===== config.mk =====
export PLATFORM = sky130hd
export DESIGN_NAME = sha3_stim_harness
export DESIGN_NICKNAME = d
export VERILOG_FILES = /design/src/rtl/sha3_stim_harness.sv
export SDC_FILE = /design/constraint.sdc
export NUM_CORES = 1
export LEC_CHECK = 0
export CAP_MARGIN = 20
export CELL_PAD_IN_SITES_DETAIL_PLACEMENT = 1
export CELL_PAD_IN_SITES_GLOBAL_PLACEMENT = 1
export CORE_AREA = 2 2 244 246
export DETAILED_ROUTE_END_ITERATION = 10
export DIE_AREA = 0 0 246 248
export PLACE_DENSITY_LB_ADDON = 0.1
export SLEW_MARGIN = 5
export SYNTH_ARGS = -nofsm -noshare
export SYNTH_HDL_FRONTEND = slang
export SYNTH_SLANG_ARGS = --single-unit
export TNS_END_PERCENT = 30

===== constraint.sdc =====
create_clock -name clk -period 2.2 [get_ports clk]
set_clock_uncertainty 0.1 [all_clocks]
set_input_delay 0.33 -clock clk [delete_from_list [all_inputs] [get_ports clk]]
set_output_delay 0.33 -clock clk [all_outputs]
set_load 0.05 [all_outputs]

===== src/rtl/sha3_stim_harness.sv =====
// sha3_stim_harness: LFSR message source and MISR digest sink for
// out-of-context hash cores (sha3_high_throughput and successors).
//
// Ports:
//   clk, reset          clock; asynchronous active-low reset
//   run                 level; start/continue message generation
//   core_in             message word to the core (lfsr value in SEND)
//   core_in_ready       word valid; every asserted cycle is a transfer
//   core_is_last        current word closes its message
//   core_byte_num       valid bytes in the last word, else 0
//   core_buffer_full    core back-pressure; gates core_in_ready
//   core_out            digest from the core
//   core_out_ready      digest strobe; always folded into sig
//   sig                 rotating XOR signature of all digests
//   msg_count           digests received (wraps)
//   busy                FSM not idle
//   err                 sticky watchdog flag
//
// Build option: define SHA3_HARNESS_TIMEOUT_EN to add a WAIT_OUT watchdog
// of TIMEOUT cycles; without it err is held at 0 and WAIT_OUT never expires.

module sha3_stim_harness #(
    parameter int                DATA_W        = 64,
    parameter int                OUT_W         = 512,
    parameter int                SIG_W         = 32,
    parameter int                MSG_WORDS_MAX = 4,
    parameter logic [DATA_W-1:0] SEED          = DATA_W'(64'h1),
    parameter logic [DATA_W-1:0] POLY          =
        DATA_W'(64'hD800_0000_0000_0000),
    parameter int                TIMEOUT       = 1024,
    localparam int               BN_W          =
        (DATA_W > 8) ? $clog2(DATA_W / 8) : 1
) (
    input  logic              clk,
    input  logic              reset,
    input  logic              run,
    output logic [DATA_W-1:0] core_in,
    output logic              core_in_ready,
    output logic              core_is_last,
    output logic [BN_W-1:0]   core_byte_num,
    input  logic              core_buffer_full,
    input  logic [OUT_W-1:0]  core_out,
    input  logic              core_out_ready,
    output logic [SIG_W-1:0]  sig,
    output logic [15:0]       msg_count,
    output logic              busy,
    output logic              err
);

    localparam int LEN_W  =
        (MSG_WORDS_MAX > 1) ? $clog2(MSG_WORDS_MAX) : 1;
    localparam int WL_W   = $clog2(MSG_WORDS_MAX + 1);
    localparam int NSLICE = OUT_W / SIG_W;

    // An all-zero Galois LFSR would lock up, so a zero seed becomes 1.
    localparam logic [DATA_W-1:0] SEED_EFF =
        (SEED == '0) ? DATA_W'(1) : SEED;

    localparam logic [1:0] S_IDLE = 2'd0;
    localparam logic [1:0] S_LEN  = 2'd1;
    localparam logic [1:0] S_SEND = 2'd2;
    localparam logic [1:0] S_WAIT = 2'd3;

    logic [1:0]        state_q, state_d;
    logic [DATA_W-1:0] lfsr_q, lfsr_d;
    logic [WL_W-1:0]   wl_q, wl_d;
    logic [SIG_W-1:0]  sig_q, sig_d;
    logic [15:0]       cnt_q, cnt_d;
    logic              err_q, err_d;

    logic [DATA_W-1:0] lfsr_step;
    logic [WL_W-1:0]   len_val;
    logic [SIG_W-1:0]  fold;
    logic              in_send;
    logic              is_last;
    logic              xfer;
    logic              timeout;

    assign lfsr_step = lfsr_q[0] ? ((lfsr_q >> 1) ^ POLY)
                                 : (lfsr_q >> 1);

    always_comb begin
        len_val = WL_W'(1);
        if (MSG_WORDS_MAX > 1) begin
            len_val = WL_W'(lfsr_q[LEN_W-1:0]) + WL_W'(1);
        end
    end

    always_comb begin
        fold = '0;
        for (int i = 0; i < NSLICE; i++) begin
            fold = fold ^ core_out[i*SIG_W +: SIG_W];
        end
    end

    // Outputs decode straight from registered state, so reset clears
    // them without waiting for a clock edge.
    assign in_send = (state_q == S_SEND);
    assign is_last = in_send && (wl_q == WL_W'(1));
    assign xfer    = in_send && !core_buffer_full;

    assign core_in       = in_send ? lfsr_q : '0;
    assign core_in_ready = xfer;
    assign core_is_last  = is_last;
    assign core_byte_num = is_last ? lfsr_q[BN_W-1:0] : '0;
    assign busy          = (state_q != S_IDLE);
    assign sig           = sig_q;
    assign msg_count     = cnt_q;
    assign err           = err_q;

`ifdef SHA3_HARNESS_TIMEOUT_EN
    localparam int TO_W = $clog2(TIMEOUT + 1);

    logic [TO_W-1:0] to_q, to_d;

    assign timeout = (state_q == S_WAIT) && !core_out_ready &&
                     (to_q == TO_W'(TIMEOUT - 1));

    always_comb begin
        to_d = to_q;
        if (state_q != S_WAIT) begin
            to_d = '0;
        end else begin
            to_d = to_q + TO_W'(1);
        end
    end

    always_ff @(posedge clk or negedge reset) begin
        if (!reset) begin
            to_q <= '0;
        end else begin
            to_q <= to_d;
        end
    end
`else
    assign timeout = 1'b0;
`endif

    always_comb begin
        state_d = state_q;
        lfsr_d  = lfsr_q;
        wl_d    = wl_q;
        case (state_q)
            S_IDLE: begin
                if (run) begin
                    state_d = S_LEN;
                end
            end
            S_LEN: begin
                wl_d    = len_val;
                lfsr_d  = lfsr_step;
                state_d = S_SEND;
            end
            S_SEND: begin
                if (xfer) begin
                    lfsr_d = lfsr_step;
                    wl_d   = wl_q - WL_W'(1);
                    if (is_last) begin
                        state_d = S_WAIT;
                    end
                end
            end
            S_WAIT: begin
                if (core_out_ready || timeout) begin
                    state_d = run ? S_LEN : S_IDLE;
                end
            end
            default: state_d = S_IDLE;
        endcase
    end

    // Digests are folded in whatever state they arrive.
    always_comb begin
        sig_d = sig_q;
        cnt_d = cnt_q;
        if (core_out_ready) begin
            sig_d = {sig_q[SIG_W-2:0], sig_q[SIG_W-1]} ^ fold;
            cnt_d = cnt_q + 16'd1;
        end
    end

    assign err_d = err_q | timeout;

    always_ff @(posedge clk or negedge reset) begin
        if (!reset) begin
            state_q <= S_IDLE;
            lfsr_q  <= SEED_EFF;
            wl_q    <= '0;
            sig_q   <= '0;
            cnt_q   <= '0;
            err_q   <= 1'b0;
        end else begin
            state_q <= state_d;
            lfsr_q  <= lfsr_d;
            wl_q    <= wl_d;
            sig_q   <= sig_d;
            cnt_q   <= cnt_d;
            err_q   <= err_d;
        end
    end

endmodule


---- After elaboration in Yosys (flattened, before gate mapping) ----
Cells that the tools add are included.
Widths: inputs -> output; s select.
word-level totals
  logic and storage cells ................. 54
  register bits ........................... 117
  input port bits ......................... 517
operators by class
  $add $sub $neg .......................... 3
  reductions and logical operators ........ 8
  equality and inequality tests ........... 8
  muxes and demuxes ....................... 13
  bitwise operators ....................... 17
operator list
  kind                   number
  $xor 32x32->32         16
  $mux 64                3
  $pmux 64 s2            1
  $add 16x1->16 const B  1
  $mux 2                 4
  $pmux 2 s4             1
  $mux 3                 2
  $ne 2x2->1 const B     3
  $pmux 3 s2             1
  $eq 2x2->1 const B     2
  $not 3->4              1
  $reduce_and 4->1       1
  $reduce_bool 2->1      2
  $add 2x1->3 const B    1
  $eq 3x1->1 const B     1
  $sub 3x1->3 const B    1
  $eq 2x1->1 const B     1
  $logic_and 1x1->1      2
  $logic_not 2->1        1
  $ne 2x1->1 const B     1
  $reduce_and 2->1       1
  $logic_not 1->1        1
  $mux 1                 1

---- Longest topological paths before layout ----
Gate-level depths: netlist (run 1).
  word-level depth ........................ 16
  gate-level depth with buffers ........... 9

---- Least setup slack after synthesis (run 1) ----
Ideal clock, no wire load.
  path kind ............................... reg-to-output
  start point ............................. register state_q[0]
  end point ............................... output port core_byte_num[0]
  path slack .............................. -0.916 ns
  data required time ...................... 1.770 ns
  buffers on the path ..................... 1
  stages on the path, launching flop included .. 7
  arrival time ............................ 2.686 ns
  cell sequence ........................... dfrtp_1 inv_1 ha_1 buf_2 inv_2 nor3b_1 and2_1
between the ends
  word-level cells in the longest chain between the ends .. 3
ends and longest elaborated chain
  element                   line  RTL
  start: declaration        64    logic [1:0] state_q, state_d;
  start signal: assignment  193   state_q <= state_d;
  $eq 2x2->1                98    assign in_send = (state_q == S_SEND);
  $logic_and 1x1->1         99    assign is_last = in_send && (wl_q == WL_W'(1));
  net core_is_last          39    output logic core_is_last,
  $mux 3                    105   assign core_byte_num = is_last ? lfsr_q[BN_W-1:0] : '0;
  end: declaration          40    output logic [BN_W-1:0] core_byte_num,
The timed path passes the listed nets, and every way through them passes these cells.

---- Worst setup path after layout (run 1) ----
  start point ............................. register state_q[0]
  end point ............................... output port core_byte_num[0]
between the ends
  word-level cells in the longest chain between the ends .. 3
ends and longest elaborated chain
  element            line
  $eq 2x2->1         98
  $logic_and 1x1->1  99
  $mux 3             105
No other way between the ends.

==> impl_metrics.py, run 1 <==
metrics = {
    "min_path": {
        "worst_hold_path_type": "input port to async pin",
    },
    "critical_path": {
        "worst_r2r_endpoint": "lfsr_q[33]$_DFFE_PN0P_",
        "worst_path_largest_cell_delay_ps": 390,
        "worst-r2r-cell-count": 6,
        "critical_path_required_time_ps": 1770,
        "worst_path_dominant_cell_family": "simple AND/OR/NAND/NOR gates",
        "r2r_start": "state_q[0]$_DFFE_PN0P_",
        "critical_path.startpoint_type": "flop",
        "critical_path_fanout_max": 4,
        "worst_setup_path_end_kind": "primary output",
        "crit_path_cell_trace": "inv_2, ha_4, inv_6, nor3b_4, and2_4, buf_12",
        "criticalPathCategory": "flop to primary output",
        "regToRegSetupSlack_ps": 170,
        "crit_path_top_delay_cell": "dfrtp_1",
        "worst-endpoint-arrival_ps": 1730,
        "number_of_buffers_and_inverters_on_the_critical_path": 3,
    },
    "sta": {
        "slew-limit-headroom_pct": 58.2,
        "setup_total_negative_slack_ps": 0,
        "timing.final.ws_setup_ps": 36.6,
        "fin_worst_hold_slack_ps": 273,
        "timing.final.crit_period_ps": 2160,
        "worst_slew_pin_slew_ps": 625,
        "hold_vio_cnt_final": 0,
        "setup_viol": 0,
        "timing.final.max_slew_violations": 0,
        "final_min_period_over_clock_period_pct": 98.3,
        "grt_setup_unrepaired": "yes",
        "timing.fmax_ghz": 0.462,
    },
    "route": {
        "drt_iter0_drc": 164,
        "number_of_detailed_route_iterations_in_the_first_pass": 4,
        "routed_via_density": 3.64,
        "drc": 0,
        "wl_um": 43700,
        "route.detailed.wl_per_inst_um": 18.9,
        "final_ant_viol_nets": 0,
        "dr_vias": 8418,
    },
    "place": {
        "port-buffer-count": 634,
        "detailed_place_hpwl_um": 38800,
        "pre_cts_slack_ps": -475,
        "gpl.final_weighted_congestion": 0.792,
    },
    "synth": {
        "synth.distinct_cells": 38,
        "synth_fp_nets": 1393,
        "synth_edf_count": 0,
        "synth_ff_type": "dfrtp_1",
        "syn-cell-area_sq_um": 9760,
        "avg_inst_size_synth_sq_um": 11.3,
        "synth_top_cells_by_area": "xnor2_1 (39%), dfrtp_1 (30%), mux2_2 (9.9%)",
        "synth_largest_type_area_fraction_pct": 38.8,
        "post_synth_inst_count": 867,
        "synth.most_common_cell": "xnor2_1",
        "async_flop_share_pct": 100,
        "synth-seq-area-share_pct": 30.0,
        "yosysTopAreaCell": "xnor2_1",
        "ys_ff_latch": 117,
        "yosys_warnings": 0,
        "synth_top_cells_by_count": "xnor2_1 (432), dfrtp_1 (116), mux2_2 (86)",
    },
    "job": {
        "max-cap-violations": 0,
    },
    "die": {
        "design.core.area_sq_um": 58500,
        "die_area_sq_um": 61000,
        "width_of_the_die_um": 246,
        "initial_core_util_pct": 16.7,
        "floorplan.rows": 89,
        "die_height_um": 248,
        "io_pins": 636,
    },
    "outcome": {
        "run_status": "finished clean",
    },
    "power_and_ir_drop": {
        "pwr_density_cell_nw_per_um2": 856,
        "fin_total_pwr_mw": 15.9,
        "p_leak_nw": 7.24,
        "power.ir.vdd_worst_uv": 490,
    },
    "clocking": {
        "cts.root.buffer_cell": "clkbuf_16",
        "htree_levels": 4,
        "cts.sink_count": 117,
        "tritoncts": "done",
        "cts_buffers": 17,
        "worst_skew_late_latency_ps": 430,
        "clockBufferDepth": 2,
        "clk_transition_reported_paths_ps": 60,
    },
    "cells_and_area": {
        "drive_gt1_share_pct": 16.3,
        "finished_core_util_pct": 31.7,
        "nets": 2050,
        "syn_to_final_growth_pct": 90.1,
    },
    "global_routing": {
        "global_route_wire_length_before_repair_um": 62000,
        "grt_antenna_before_repair": 7,
        "grt_start_max_net_pins": 56,
        "grt_resource_usage_total_pct": 14.2,
        "first_global_vias": 9423,
        "grt-ovfl-total": 0,
    },
}
-- kinds of logic after synthesis --
kind of cell,after synthesis,synth area share (%)
simple gates,99,6.22
xor+xnor,499,49.3
buf+inv,32,1.37
other cells,1,0.0384
mux,96,11.1
compound gates,14,0.821
fa+ha+maj,9,1.15
flops,117,30.0
-- worst reg2reg max path: stages (launching register included) --
cell and delay, ps:
dfrtp_1 390, buf_4 130, buf_4 120, ha_1 250, a21oi_4 200, buf_12 290, mux2_2 420
-- final cells by class --
type	instances	area (sq um)
fill	6559	39900
timing repair buffer	659	7250
multi-input combinational	718	6750
sequential	117	2930
tap	773	967
clock buffer	17	425
clock inverter	15	184
inverter	11	46.3
antenna	2	5.00
-- stage by stage --
step	area (sq um)	std cells
after floorplan	9770	867
after global routing	18500	2310
after CTS	18500	2308
after global placement	17800	2272
final	18600	2312
after detailed placement	17800	2272
-- worst max-delay path by stage --
stage,start,depth (start not counted),to,slack [ps]
after CTS,state_q[0]$_DFFE_PN0P_,6,core_byte_num[0],-40
after detailed placement,core_out[258],7,sig[2]$_DFFE_PN0P_,-470
after global placement,core_out[258],7,sig[2]$_DFFE_PN0P_,-500
final,state_q[0]$_DFFE_PN0P_,6,core_byte_num[0],40
after floorplan,state_q[0]$_DFFE_PN0P_,6,core_byte_num[0],-30
after global routing,state_q[0]$_DFFE_PN0P_,6,core_byte_num[1],-70
-- cell usage in the layout (no fill, tap or decap), types with 2 or more instances in the layout --
master	count
dlymetal6s2s_1	3
bufinv_16	2
inv_6	7
xnor2_1	431
nor2_1	2
mux2_2	86
buf_12	74
o21ai_0	9
inv_1	9
and2_4	3
nand3_1	2
dlygate4sd2_1	3
xor2_1	35
buf_6	3
dfrtp_1	116
buf_4	37
inv_8	2
ha_1	8
clkinv_4	2
clkdlybuf4s50_1	537
xnor3_1	32
clkinvlp_4	2
nand4_1	3
and2_1	65
diode_2	2
mux2_1	9
nor3b_4	2
nand2_1	12
clkbuf_16	17
-- flip-flops by register name, indices dropped and copies added, names as in the netlist --
register and flops:
state_q 2, sig 32, msg_count 16, lfsr_q 64
wl_q 3
-- layer usage --
| layer | global-route usage, % | part of all wire [%] |
|---|---|---|
| met1 | 14.4 | 36 |
| met2 | 27.5 | 55 |
| met3 | 5.59 | 8.4 |
| met4 | 2.21 | 0.78 |
| met5 | 0 | 0.12 |
-- power breakdown --
part	total, mW	leakage (nW)	internal (mW)	switching (mW)
registers	3.25	1.52	2.71	0.545
logic	9.68	5.42	5.19	4.49
clock network	2.95	0.292	1.72	1.24
total	15.9	7.24	9.61	6.27
-- repair_timing --
item,in CTS,in global routing
gates resized for setup,10,7
pin swaps,4,4
endpoints found under the setup margin,73,68
hold buffers,1,0
endpoints found under the hold margin,28,0
buffers inserted,3,2
Note: power is estimated with default switching activity, not from simulation.
==> run 2: changes to the inputs <==
--- a/config.mk
+++ b/config.mk
@@ -12,6 +12,7 @@
 export DETAILED_ROUTE_END_ITERATION = 10
 export DIE_AREA = 0 0 246 248
 export PLACE_DENSITY_LB_ADDON = 0.1
+export SETUP_SLACK_MARGIN = 0.02
 export SLEW_MARGIN = 5
 export SYNTH_ARGS = -nofsm -noshare
 export SYNTH_HDL_FRONTEND = slang
==> run 2 against run 1 <==
  * Register-to-register slack better by 20 ps
  * Highest routed layer unchanged
  * First-iteration DRC count down 14%
  * Global-route usage up 0.40 points
  * Worst setup slack got worse by 13 ps
  * Die area stayed put
  * Clock power down 4%
  * Routed wire length up 2.0%
  * Cell area rose by 1.2%
  * Maximum frequency is 0.59% lower
  * Sequential power hardly changed
  * Largest power group unchanged
  * Total power increased by 0.48%
==> impl_metrics.py, run 2 (synthesis results as in run 1) <==
metrics = {
    "critical_path": {
        "critical_path.startpoint_type": "flop",
        "criticalPathCategory": "flop to primary output",
        "worst_path_dominant_cell_family": "simple AND/OR/NAND/NOR gates",
        "worst-r2r-cell-count": 8,
        "worst-path-stages": 6,
        "critical_path_required_time_ps": 1770,
        "critical_path_fanout_max": 4,
        "worst_path_largest_cell_delay_ps": 390,
        "regToRegSetupSlack_ps": 190,
        "crit_path_top_delay_cell": "dfrtp_1",
        "worst-endpoint-arrival_ps": 1750,
        "crit_path_cell_trace": "inv_2, ha_4, clkinv_4, nor3b_4, and2_4, buf_12",
        "worst_setup_path_end_kind": "primary output",
        "r2r_start": "state_q[0]$_DFFE_PN0P_",
        "number_of_buffers_and_inverters_on_the_critical_path": 3,
        "worst_r2r_endpoint": "lfsr_q[14]$_DFFE_PN0P_",
    },
    "route": {
        "dr_vias": 8377,
        "wl_um": 44600,
        "route.detailed.wl_per_inst_um": 19.2,
        "number_of_detailed_route_iterations_in_the_first_pass": 4,
        "final_ant_viol_nets": 0,
        "drc": 0,
        "drt_iter0_drc": 141,
        "routed_via_density": 3.60,
    },
    "die": {
        "io_pins": 636,
        "design.core.area_sq_um": 58500,
        "initial_core_util_pct": 16.7,
        "die_height_um": 248,
        "floorplan.rows": 89,
        "width_of_the_die_um": 246,
        "die_area_sq_um": 61000,
    },
    "sta": {
        "grt_setup_unrepaired": "yes",
        "timing.final.crit_period_ps": 2180,
        "setup_viol": 0,
        "final_min_period_over_clock_period_pct": 98.9,
        "setup_total_negative_slack_ps": 0,
        "timing.final.ws_setup_ps": 23.7,
        "slew-limit-headroom_pct": 62.1,
        "timing.fmax_ghz": 0.459,
        "hold_vio_cnt_final": 0,
        "timing.final.max_slew_violations": 0,
        "worst_slew_pin_slew_ps": 568,
        "fin_worst_hold_slack_ps": 309,
    },
    "cells_and_area": {
        "largest-register": "lfsr_q",
        "layout_commonest_cell": "clkdlybuf4s50_1",
        "layout.cell_area.non_filler_sq_um": 18800,
        "finished_core_util_pct": 32.1,
        "mostFrequentLayoutCells": "clkdlybuf4s50_1 (524), xnor2_1 (432), dfrtp_1 (116)",
        "drive_gt1_share_pct": 20.8,
        "largest_register_ff_count": 64,
        "syn_to_final_growth_pct": 92.4,
        "nets": 2056,
    },
    "outcome": {
        "run_status": "finished clean",
    },
    "min_path": {
        "hp-start": "core_out_ready",
        "holdPathStages": 3,
        "worst_hold_path_type": "input port to flop",
        "timing.hold.worst_endpoint": "msg_count[0]$_DFFE_PN0P_",
    },
    "place": {
        "pre_cts_slack_ps": -234,
        "detailed_place.area_sq_um": 17800,
        "detailed_place_hpwl_um": 39300,
        "gpl.final_weighted_congestion": 0.799,
        "port-buffer-count": 634,
    },
    "global_routing": {
        "grt-ovfl-total": 0,
        "first_global_vias": 9562,
        "global_route_wire_length_before_repair_um": 63400,
        "grt_start_max_net_pins": 41,
        "grt_antenna_before_repair": 13,
        "grt_resource_usage_total_pct": 14.6,
    },
    "power_and_ir_drop": {
        "power.ir.vdd_worst_uv": 518,
        "pwr_density_cell_nw_per_um2": 850,
        "p_leak_nw": 7.39,
    },
    "clocking": {
        "htree_levels": 4,
        "worst_skew_late_latency_ps": 440,
        "clk_transition_reported_paths_ps": 60,
        "tritoncts": "done",
        "cts.root.buffer_cell": "clkbuf_16",
        "cts.sink_count": 117,
        "clockBufferDepth": 2,
        "cts_buffers": 17,
    },
    "job": {
        "max-cap-violations": 0,
    },
}
==> run 2: cell types whose count changed in the layout (fill, tap and decap cells not counted), sizes merged <==
cell / before / now
dlymetal6s2s: 3 / 5
buf: 115 / 124
diode: 2 / 10
clkinvlp: 2 / 4
clkdlybuf4s50: 537 / 524
dlygate4sd2: 3 / 10
clkbuf: 17 / 19
inv: 19 / 13
clkinv: 3 / 5
==> run 2: cell type report <==
class | instances | area [sq um]
Sequential cell | 117 | 2930
Timing Repair Buffer | 665 | 7320
Antenna cell | 10 | 25.0
Tap cell | 773 | 967
Inverter | 11 | 46.3
Clock inverter | 13 | 150
Multi-Input combinational cell | 718 | 6900
Clock buffer | 18 | 439
Fill cell | 6506 | 39700
==> run 2: timing repair <==
action	4_1_cts	5_1_grt
buffers inserted	4	6
hold endpoints to repair	37	0
gates cloned	0	2
resized for setup	20	69
setup endpoints to repair	78	35
pin swaps	3	6
hold buffers	1	0
==> run 2: worst max path at each step <==
stage,start,end
floorplan,state_q[0]$_DFFE_PN0P_,core_byte_num[1]
global placement,core_out[494],sig[14]$_DFFE_PN0P_
detailed placement,core_out[494],sig[14]$_DFFE_PN0P_
CTS,state_q[0]$_DFFE_PN0P_,core_byte_num[0]
global route,state_q[0]$_DFFE_PN0P_,core_byte_num[0]
finish,state_q[0]$_DFFE_PN0P_,core_byte_num[0]
==> run 2: routing by layer <==
layer | GRT usage [%] | wire length [um] | vias up
li1 | - | - | 4112
met1 | 14.3 | 15100 | 3909
met2 | 27.8 | 24800 | 310
met3 | 6.26 | 4110 | 36
met4 | 3.81 | 558 | 10
met5 | 0 | 62 | -
==> run 2: per-stage QoR <==
step | cells | total power, mW
4_1_cts | 2307 | 16.2
6_report | 2325 | 16.0
2_1_floorplan | 867 | 9.62
5_1_grt | 2321 | 17.1
3_5_place_dp | 2271 | 13.1
3_3_place_gp | 2271 | 13.0
==> run 2: report_power, final <==
| group | switching [mW] | total, mW | internal, mW |
|---|---|---|---|
| Combinational | 4.58 | 9.86 | 5.28 |
| Sequential | 0.558 | 3.27 | 2.71 |
| Clock | 1.13 | 2.84 | 1.70 |
| Total | 6.27 | 16.0 | 9.69 |
==> run 2: tightest hold or removal path: cells and delay by family <==
kind,cells,cell delay [ps]
buffers and inverters,2,320
XOR/XNOR,1,150
